### src/rtl/inst_encoder_pkg.sv
// Shared encoder types: request kinds, RV32 opcodes, encode and legality helpers.
// Macro RV32M_EN: when defined, R-kind funct7=0000001 (MUL..REMU) is accepted.
package EncoderTypes;

    typedef enum logic [3:0] {
        ENC_R,
        ENC_I,
        ENC_LD,
        ENC_ST,
        ENC_B,
        ENC_LUI,
        ENC_AUIPC,
        ENC_JAL,
        ENC_JALR
    } EncKind;

    localparam logic [6:0] OPC_OP     = 7'b0110011;
    localparam logic [6:0] OPC_OP_IMM = 7'b0010011;
    localparam logic [6:0] OPC_LOAD   = 7'b0000011;
    localparam logic [6:0] OPC_STORE  = 7'b0100011;
    localparam logic [6:0] OPC_BRANCH = 7'b1100011;
    localparam logic [6:0] OPC_LUI    = 7'b0110111;
    localparam logic [6:0] OPC_AUIPC  = 7'b0010111;
    localparam logic [6:0] OPC_JAL    = 7'b1101111;
    localparam logic [6:0] OPC_JALR   = 7'b1100111;

    function automatic logic [31:0] enc_word(
        input EncKind      kind,
        input logic [4:0]  rd,
        input logic [4:0]  rs1,
        input logic [4:0]  rs2,
        input logic [2:0]  f3,
        input logic [6:0]  f7,
        input logic [31:0] imm
    );
        logic [31:0] w;
        w = '0;
        case (kind)
            ENC_R:     w = {f7, rs2, rs1, f3, rd, OPC_OP};
            ENC_I:     w = (f3 == 3'b001 || f3 == 3'b101)
                           ? {f7, imm[4:0], rs1, f3, rd, OPC_OP_IMM}
                           : {imm[11:0], rs1, f3, rd, OPC_OP_IMM};
            ENC_LD:    w = {imm[11:0], rs1, f3, rd, OPC_LOAD};
            ENC_ST:    w = {imm[11:5], rs2, rs1, f3, imm[4:0], OPC_STORE};
            ENC_B:     w = {imm[12], imm[10:5], rs2, rs1, f3, imm[4:1], imm[11], OPC_BRANCH};
            ENC_LUI:   w = {imm[31:12], rd, OPC_LUI};
            ENC_AUIPC: w = {imm[31:12], rd, OPC_AUIPC};
            ENC_JAL:   w = {imm[20], imm[10:1], imm[11], imm[19:12], rd, OPC_JAL};
            ENC_JALR:  w = {imm[11:0], rs1, 3'b000, rd, OPC_JALR};
            default:   w = '0;
        endcase
        return w;
    endfunction

    function automatic logic enc_legal(
        input EncKind      kind,
        input logic [2:0]  f3,
        input logic [6:0]  f7,
        input logic [31:0] imm
    );
        logic fits12, fits13, fits21, shift, ok;
        // Sign-extended immediates fit N bits when everything above bit N-2 is a copy of the sign.
        fits12 = (imm[31:11] == '0) || (imm[31:11] == '1);
        fits13 = (imm[31:12] == '0) || (imm[31:12] == '1);
        fits21 = (imm[31:20] == '0) || (imm[31:20] == '1);
        shift  = (f3 == 3'b001) || (f3 == 3'b101);
        ok     = 1'b0;
        case (kind)
            ENC_R: begin
                ok = (f7 == 7'h00) || (f7 == 7'h20 && (f3 == 3'b000 || f3 == 3'b101));
`ifdef RV32M_EN
                ok = ok || (f7 == 7'h01);
`endif
            end
            ENC_I: begin
                if (shift)
                    ok = fits12 && (imm[11:5] == '0) &&
                         (f7 == 7'h00 || (f7 == 7'h20 && f3 == 3'b101));
                else
                    ok = fits12;
            end
            ENC_LD:    ok = fits12 && !(f3 == 3'b011 || f3 == 3'b110 || f3 == 3'b111);
            ENC_ST:    ok = fits12 && (f3 <= 3'b010);
            ENC_B:     ok = fits13 && !imm[0] && (f3 != 3'b010) && (f3 != 3'b011);
            ENC_LUI:   ok = (imm[11:0] == '0);
            ENC_AUIPC: ok = (imm[11:0] == '0);
            ENC_JAL:   ok = fits21 && !imm[0];
            ENC_JALR:  ok = fits12 && (f3 == 3'b000);
            default:   ok = 1'b0;
        endcase
        return ok;
    endfunction

endpackage

### src/rtl/inst_encoder_fifo.sv
// Generic 2-entry FIFO; head is presented directly from storage.
// Latency: push in cycle N is visible at the head in N+1.
// Backpressure: pushes while full are dropped; the producer gates on count.
module inst_encoder_fifo #(
    parameter int WIDTH = 8
) (
    input  logic             clk,
    input  logic             rst,
    input  logic             in_vld,
    input  logic [WIDTH-1:0] in_dat,
    output logic             out_vld,
    input  logic             out_rdy,
    output logic [WIDTH-1:0] out_dat,
    output logic [1:0]       count
);

    logic [WIDTH-1:0] mem [2];
    logic             wr_ptr;
    logic             rd_ptr;
    logic             do_push;
    logic             do_pop;

    assign out_vld = (count != 2'd0);
    assign out_dat = mem[rd_ptr];
    assign do_pop  = out_vld & out_rdy;
    assign do_push = in_vld & (count != 2'd2);

    always_ff @(posedge clk or negedge rst) begin
        if (!rst) begin
            mem[0] <= '0;
            mem[1] <= '0;
            wr_ptr <= 1'b0;
            rd_ptr <= 1'b0;
            count  <= 2'd0;
        end else begin
            if (do_push) begin
                mem[wr_ptr] <= in_dat;
                wr_ptr      <= ~wr_ptr;
            end
            if (do_pop)
                rd_ptr <= ~rd_ptr;
            case ({do_push, do_pop})
                2'b10:   count <= count + 2'd1;
                2'b01:   count <= count - 2'd1;
                default: count <= count;
            endcase
        end
    end

endmodule

### src/rtl/inst_encoder.sv
// RV32I/M field-to-word encoder with sequential IMEM addresses (RV32M_EN enables MUL..REMU).
// Latency: legal accept in cycle N presents the word in N+1; one word per cycle sustained.
// Backpressure: 2-entry output FIFO; reqReady drops when full or while start is asserted.
module inst_encoder
    import EncoderTypes::*;
#(
    parameter int ADDR_WIDTH = 32
) (
    input  logic                  clk,
    input  logic                  rst,
    input  logic                  start,
    input  logic [ADDR_WIDTH-1:0] startAddr,
    input  logic                  reqValid,
    output logic                  reqReady,
    input  EncKind                reqKind,
    input  logic [4:0]            reqRd,
    input  logic [4:0]            reqRs1,
    input  logic [4:0]            reqRs2,
    input  logic [2:0]            reqFunct3,
    input  logic [6:0]            reqFunct7,
    input  logic [31:0]           reqImm,
    output logic                  instValid,
    input  logic                  instReady,
    output logic [31:0]           instData,
    output logic [ADDR_WIDTH-1:0] instAddr,
    output logic                  illegal,
    output logic [7:0]            errCount
);

    localparam int FW = 32 + ADDR_WIDTH;

    logic [1:0]            fifo_cnt;
    logic [ADDR_WIDTH-1:0] addr_cnt;
    logic                  accept;
    logic                  legal;
    logic                  push;
    logic [31:0]           word;
    logic [FW-1:0]         head;

    // Ready is a function of the registered count only, so a pop while full frees space next cycle.
    assign reqReady = (fifo_cnt != 2'd2) & ~start;
    assign accept   = reqValid & reqReady;
    assign legal    = enc_legal(reqKind, reqFunct3, reqFunct7, reqImm);
    assign word     = enc_word(reqKind, reqRd, reqRs1, reqRs2, reqFunct3, reqFunct7, reqImm);
    assign push     = accept & legal;

    always_ff @(posedge clk or negedge rst) begin
        if (!rst) begin
            addr_cnt <= '0;
            illegal  <= 1'b0;
            errCount <= 8'd0;
        end else begin
            if (start)
                addr_cnt <= startAddr & ~ADDR_WIDTH'(3);
            else if (push)
                addr_cnt <= addr_cnt + ADDR_WIDTH'(4);
            illegal <= accept & ~legal;
            if (accept && !legal && errCount != 8'hff)
                errCount <= errCount + 8'd1;
        end
    end

    inst_encoder_fifo #(
        .WIDTH (FW)
    ) u_fifo (
        .clk     (clk),
        .rst     (rst),
        .in_vld  (push),
        .in_dat  ({word, addr_cnt}),
        .out_vld (instValid),
        .out_rdy (instReady),
        .out_dat (head),
        .count   (fifo_cnt)
    );

    assign instData = head[FW-1:ADDR_WIDTH];
    assign instAddr = head[ADDR_WIDTH-1:0];

endmodule

### config.mk
export PLATFORM = sky130hd
export DESIGN_NAME = inst_encoder
export DESIGN_NICKNAME = d
export VERILOG_FILES = /design/src/rtl/inst_encoder_pkg.sv /design/src/rtl/inst_encoder_fifo.sv /design/src/rtl/inst_encoder.sv
export SDC_FILE = /design/constraint.sdc
export NUM_CORES = 1
export LEC_CHECK = 0
export ABC_AREA = 1
export BUFFER_PORTS_ARGS = -buffer_cell sky130_fd_sc_hd__buf_2
export CAP_MARGIN = 20
export CELL_PAD_IN_SITES_DETAIL_PLACEMENT = 0
export CELL_PAD_IN_SITES_GLOBAL_PLACEMENT = 1
export CORE_MARGIN = 3
export CORE_UTILIZATION = 30
export DETAILED_ROUTE_END_ITERATION = 12
export PLACE_DENSITY = 0.62
export SLEW_MARGIN = 5
export SYNTH_ARGS = -nofsm -noshare
export SYNTH_HDL_FRONTEND = slang
export SYNTH_HIERARCHICAL = 1
export SYNTH_SLANG_ARGS = --single-unit
### constraint.sdc
create_clock -name clk -period 2 [get_ports clk]
set_clock_uncertainty 0.05 [all_clocks]
set_input_delay 0.5 -clock clk [delete_from_list [all_inputs] [get_ports clk]]
set_output_delay 0.5 -clock clk [all_outputs]
set_load 0.01 [all_outputs]
After elaboration in Yosys (flattened, before gate mapping)
Cells that the tools add are included.

Word-level logic and storage cells: 102. Register bits after elaboration: 173. Output and inout port bits: 75.

Add/subtract/negate cells: 4. Equality and inequality tests: 23. Reductions and logical operators: 38. Bitwise logic cells: 12. Magnitude comparators: 4. Multiplexer cells: 13.

Operators by type and width (number): 32-bit one-hot mux with 9 select lines (1); 64-bit two-way mux (4); 128-bit bitwise mux (1); 32-bit two-way mux (3); 64-bit demux with 1-bit select (1); 32-bit by 3-bit adder with 32-bit output (second input constant) (1); 12-bit logical NOT (2); 21-bit equality test (second input constant) (1); 21-bit logical NOT (1); 20-bit equality test (second input constant) (1); 20-bit logical NOT (1); 4-bit by 3-bit equality test with 1-bit output (second input constant) (4); 1-bit logical AND (14); 7-bit logical NOT (2); 12-bit equality test (second input constant) (1); 3-bit equality test (second input constant) (3); 1-bit logical OR (9); 8-bit by 1-bit adder with 8-bit output (second input constant) (1); 4-bit by 2-bit equality test with 1-bit output (second input constant) (2); 8-bit inequality test (second input constant) (1); 1-bit one-hot mux with 8 select lines (1); 7-bit by 6-bit equality test with 1-bit output (second input constant) (1); 1-bit bitwise AND (6); 3-bit by 2-bit inequality test with 1-bit output (second input constant) (2); other kinds (21) (30).

Logic depth before layout (Yosys ltp)
Word-level depth: 10. Depth in mapped cells: 22. Depth with buffers taken out: 19.

Modules after synthesis
Netlist, hierarchy kept.

By module, submodules not included: inst_encoder_fifo (instances 1, sequential area each 3303.2 um^2, cells an instance 804, area an instance 6332.3 um^2); inst_encoder (instances 1, sequential area each 975.9 um^2, cells an instance 629, area an instance 3699.8 um^2).

Worst setup path before layout
OpenSTA, ideal clock, no wires.

Path type: input -> register. Start point: input port reqKind[2]. End point: register u_fifo.count[1]. Cell stages on the path: 20. Required time: 1.833 ns. Library setup time: 0.117 ns. Data arrival time: 2.551 ns. Slack: -0.718 ns. Cells stage by stage: inv_1 > nor2_1 > buf_4 > nand2_1 > a21oi_1 > nand2_1 > nand2_1 > nand2_1 > nand3_2 > nand2_4 > buf_2 > inv_1 > buf_2 > buf_2 > nand2_1 > ha_1 > inv_1 > nand3_1 > nand2_1 > nand2_1.

Longest elaborated chain between the ends: 7. Elaborated cells on any way between the ends: 17. Classes of those cells: 10 x eq/ne; 2 x mux; 2 x bitwise; 3 x reduce/logical.

RTL lines: start, declared (RTL line inst_encoder.sv:15) `input EncKind reqKind,`; 4-bit by 3-bit equality test with 1-bit output (RTL line inst_encoder_pkg.sv:68) `case (kind)`; 2-bit OR reduction (no line); 1-bit one-hot mux with 8 select lines * (RTL line inst_encoder_pkg.sv:68); 1-bit bitwise AND * (RTL line inst_encoder.sv:45) `assign push = accept & legal;`; named net push (RTL line inst_encoder.sv:36) `logic push;`; 1-bit bitwise AND * (RTL line inst_encoder_fifo.sv:26) `assign do_push = in_vld & (count != 2'd2);`; 2-bit by 1-bit equality test with 1-bit output or 2-bit equality test (tied branches) (RTL line inst_encoder_fifo.sv:42) `case ({do_push, do_pop})`; 2-bit one-hot mux with 2 select lines or 2-bit nonzero test (tied branches); end signal, assigned (RTL line inst_encoder_fifo.sv:43) `2'b10: count <= count + 2'd1;`; end signal, assigned (RTL line inst_encoder_fifo.sv:44) `2'b01: count <= count - 2'd1;`; end signal, assigned (RTL line inst_encoder_fifo.sv:45) `default: count <= count;`; end, declared (RTL line inst_encoder_fifo.sv:14) `output logic [1:0] count`.

Mark *: on every way through the listed nets, which the timed path passes. The rest lies on a longest branch. A chain may end at the register's enable or synchronous reset.

Worst setup path after layout
Start point: register u_fifo.rd_ptr. End point: output port instData[23].

Longest elaborated chain between the ends: 4.

RTL lines: start, declared (RTL line inst_encoder_fifo.sv:19) `logic rd_ptr;`; start signal, assigned (RTL line inst_encoder_fifo.sv:41) `rd_ptr <= ~rd_ptr;`; 1-bit inverter with 2-bit output (not written as such) (RTL line inst_encoder_fifo.sv:24) `assign out_dat = mem[rd_ptr];`; 64-bit two-way mux (not written as such) (3 in series) (RTL line inst_encoder_fifo.sv:24); end, declared (RTL line inst_encoder.sv:24) `output logic [31:0] instData,`.

Every way passes these cells. The select of a mux whose other input is x is not followed.

==> metrics.md <==
| Metric | Value |
|---|---|
| Outcome | `complete, but fails checks` |
| Failing checks | `negative setup slack` |
| Setup crit end kind | `output pin` |
| Port Buffers | `170` |
| Antenna viol nets, final | `0` |
| Seq/Total Area, Yosys | `42.7%` |
| Placed Instances | `2108` |
| Ranking of synthesized cells by area | `dfrtp_1 (43%), nand2_1 (26%), nand4_1 (9.5%)` |
| Final Cell Area | `13900 um2` |
| Crit Path Class | `flip-flop to output pin` |
| Max Cap Viol | `0` |
| # nets final | `1813` |
| CTS root buffer | `clkbuf_16` |
| Worst-Skew Late Latency | `0.44 ns` |
| Period minus WS final | `2.08 ns` |
| Rows | `66` |
| RSZ-0062 raised after global routing | `yes` |
| Number of buffers created by CTS | `17` |
| Met3 Use GR | `2.70%` |
| Initial DRT Pass Iterations | `4` |
| Required time of the critical path | `1.45 ns` |
| Synth unique cells | `34` |
| GP Congestion | `0.913` |
| WP data arrival | `1.53 ns` |
| Worst-case clock buffer depth | `2` |
| Fin Setup TNS | `-2.06 ns` |
| Register area | `4280 um2` |
| Number of clock sinks | `171` |
| Max-slew violation count | `0` |
| Remaining DRCs | `0` |
| Met2 Resource Use GR | `34.1%` |
| Top Usage Layer GRT | `met2` |
| CP peak stage delay | `0.43 ns` |
| HPWL Detailed | `25400 um` |
| FF+latch count, synth | `171` |
| WL per Instance | `17.6 um` |
| Yosys warns | `6` |
| Leakage | `0.00761 uW` |
| Remaining Overflow, GRT | `0` |
| Area leader, netlist | `dfrtp_1` |
| Antenna violations before repair | `0` |
| Antenna cell count | `0` |
| Largest net degree at the start of global routing | `55` |
| Critical-path top delay cell | `dfrtp_2` |
| Mapped Area | `10000 um2` |
| Global Route met1 Usage | `28.1%` |
| Post-Place Cell Area | `12400 um2` |
| Final worst slack | `-0.0784 ns` |
| Post-Syn Instances | `1433` |
| Area Overhead vs Synth | `38.6%` |
| Vias in the first global route | `10.1k` |
| Starting Density | `30.6%` |
| Pwr Density | `766 nW/um2` |
| Overall Global Routing Usage | `20.5%` |
| Via density | `4.84` |
| Synth top area share | `42.7%` |
| Core area | `32800 um2` |
| First-pass GRT wire length | `57300 um` |
| Die width | `189 um` |
| CTS tree | `yes` |
| H-tree levels | `4` |
| Max Freq | `481 MHz` |
| Overall power | `10700 uW` |
| Clock slew at reported path FFs | `0.07 ns` |
| CP Max Fanout | `8` |
| Multi-input gate area | `5310 um2` |
| Worst Hold Margin | `0.291 ns` |
| Die height | `189 um` |
| FILL cells | `3504` |
| Via count | `10.5k` |
| I/O Pins | `173` |
| CP Launch Type | `flip-flop` |
| Die ar. | `35700 um2` |
| Final setup violation count | `56` |
| Layout cells sized above 1 | `28.1%` |
| Avg Cell Area, Syn | `7.00 um2` |
| CP Cell Sequence | `clkinv_4, buf_12, buf_16, nand2_2, nand2_1, buf_2` |
| Worst Hold Class | `input pin to flip-flop` |
| Final wirelength | `38100 um` |
| Final Hold Vio Count | `0` |
| Final critical-path share of the clock period | `104%` |
| DRT iter0 DRCs | `664` |
| VDD IR max | `0.672 mV` |
| Post-Layout Cell Count | `2166` |
## stage by stage
step / utilization, % / setup WS (ns)
CTS: 40.9 / -0.0946
global route: 42.4 / -0.163
finish: 42.4 / -0.0784
detailed placement: 37.7 / -0.470
global placement: 37.7 / -0.449
floorplan: - / -0.421
## cells in the mapped netlist (all sizes together)
library cell	instances
dfrtp	171
or2	4
o21ai	26
o221ai	3
nor2	70
nand3	69
o22ai	5
nand2	709
xnor2	16
nor3	14
a31oi	2
xor2	11
inv	68
a221oi	1
clkinv	3
o211ai	5
clkbuf	11
a21oi	7
and2	1
conb	1
ha	3
a22oi	4
nand4	153
buf	76
## state kept, by name (all words and copies together), names as in the netlist
| name | cells |
|---|---|
| u_fifo/wr_ptr | 1 |
| u_fifo/count | 2 |
| illegal | 1 |
| u_fifo/rd_ptr | 1 |
| u_fifo/mem | 128 |
| addr_cnt | 30 |
| errCount | 8 |
## worst max-delay path, delay by kind of cell, from the launching register on
family	cells	cell delay, ns
and+or+nand+nor	2	0.10
buffers and inverters	4	0.54
DFF	1	0.43
## where the power goes
part / switching, uW / total, uW / internal [uW]
Combinational: 1930 / 3230 / 1310
Clock: 1520 / 3570 / 2050
Sequential: 241 / 3850 / 3610
Total: 3690 / 10700 / 6970
## repair_timing
item	in CTS	in global routing
gates resized for setup	54	87
endpoints found under the setup margin	65	225
hold buffers	1	0
cloned	6	8
buffers inserted	7	7
endpoints found under the hold margin	28	0
pin swaps	1	18
## logic make-up (layout without fill, tap and decap cells)
logic type,after synthesis,count (layout),synth area share [%]
buffers and inverters,158,446,7.62
AND/OR/NAND/NOR,1020,1020,43.9
flip-flops,171,171,42.7
AO/OA/AOI/OAI,53,53,3.11
adder cells (fa/ha/maj),3,3,0.374
other,1,4,0.0374
XOR/XNOR,27,27,2.36
## layer usage
metal,vias to the layer above,wire length [um]
met5,-,0
met1,4968,17600
li1,5226,-
met2,248,18300
met3,32,1500
met4,0,604
## final timing paths
path	startpoint	to	slack, ns	cells past startpoint
max in group asynchronous	rst	u_fifo/mem[81]$_DFFE_PN0P_	0.84	3
worst min register to register	u_fifo/mem[26]$_DFFE_PN0P_	u_fifo/mem[26]$_DFFE_PN0P_	0.42	2
worst max register to register	addr_cnt[12]$_DFFE_PN0P_	addr_cnt[21]$_DFFE_PN0P_	0.17	9
worst min-delay path	startAddr[30]	addr_cnt[30]$_DFFE_PN0P_	0.29	5
worst max-delay path	u_fifo/rd_ptr$_DFFE_PN0P_	instData[23]	-0.08	6
min in group asynchronous	rst	u_fifo/mem[51]$_DFFE_PN0P_	0.49	2
## final cells by class
cell class,instances,area share (%)
flip-flops and latches,171,30.8
well taps,442,3.98
inverters,71,2.07
clock buffers,19,3.26
multi-input cells,1107,38.2
repair buffers,344,20.5
clock inverters,12,1.17
## placed cells by master (no fill, tap or decap), drive strengths merged, types with 4 or more instances in the layout
cell type  count
o22ai          5
or2            4
o21ai         26
nand3         69
xor2          11
o211ai         5
a22oi          4
nor3          14
nand4        153
dfrtp        171
nor2          70
clkbuf        26
conb           4
clkinv         9
nand2        709
inv           69
buf          336
xnor2         16
a21oi          7
(Power assumes the default switching activity.)
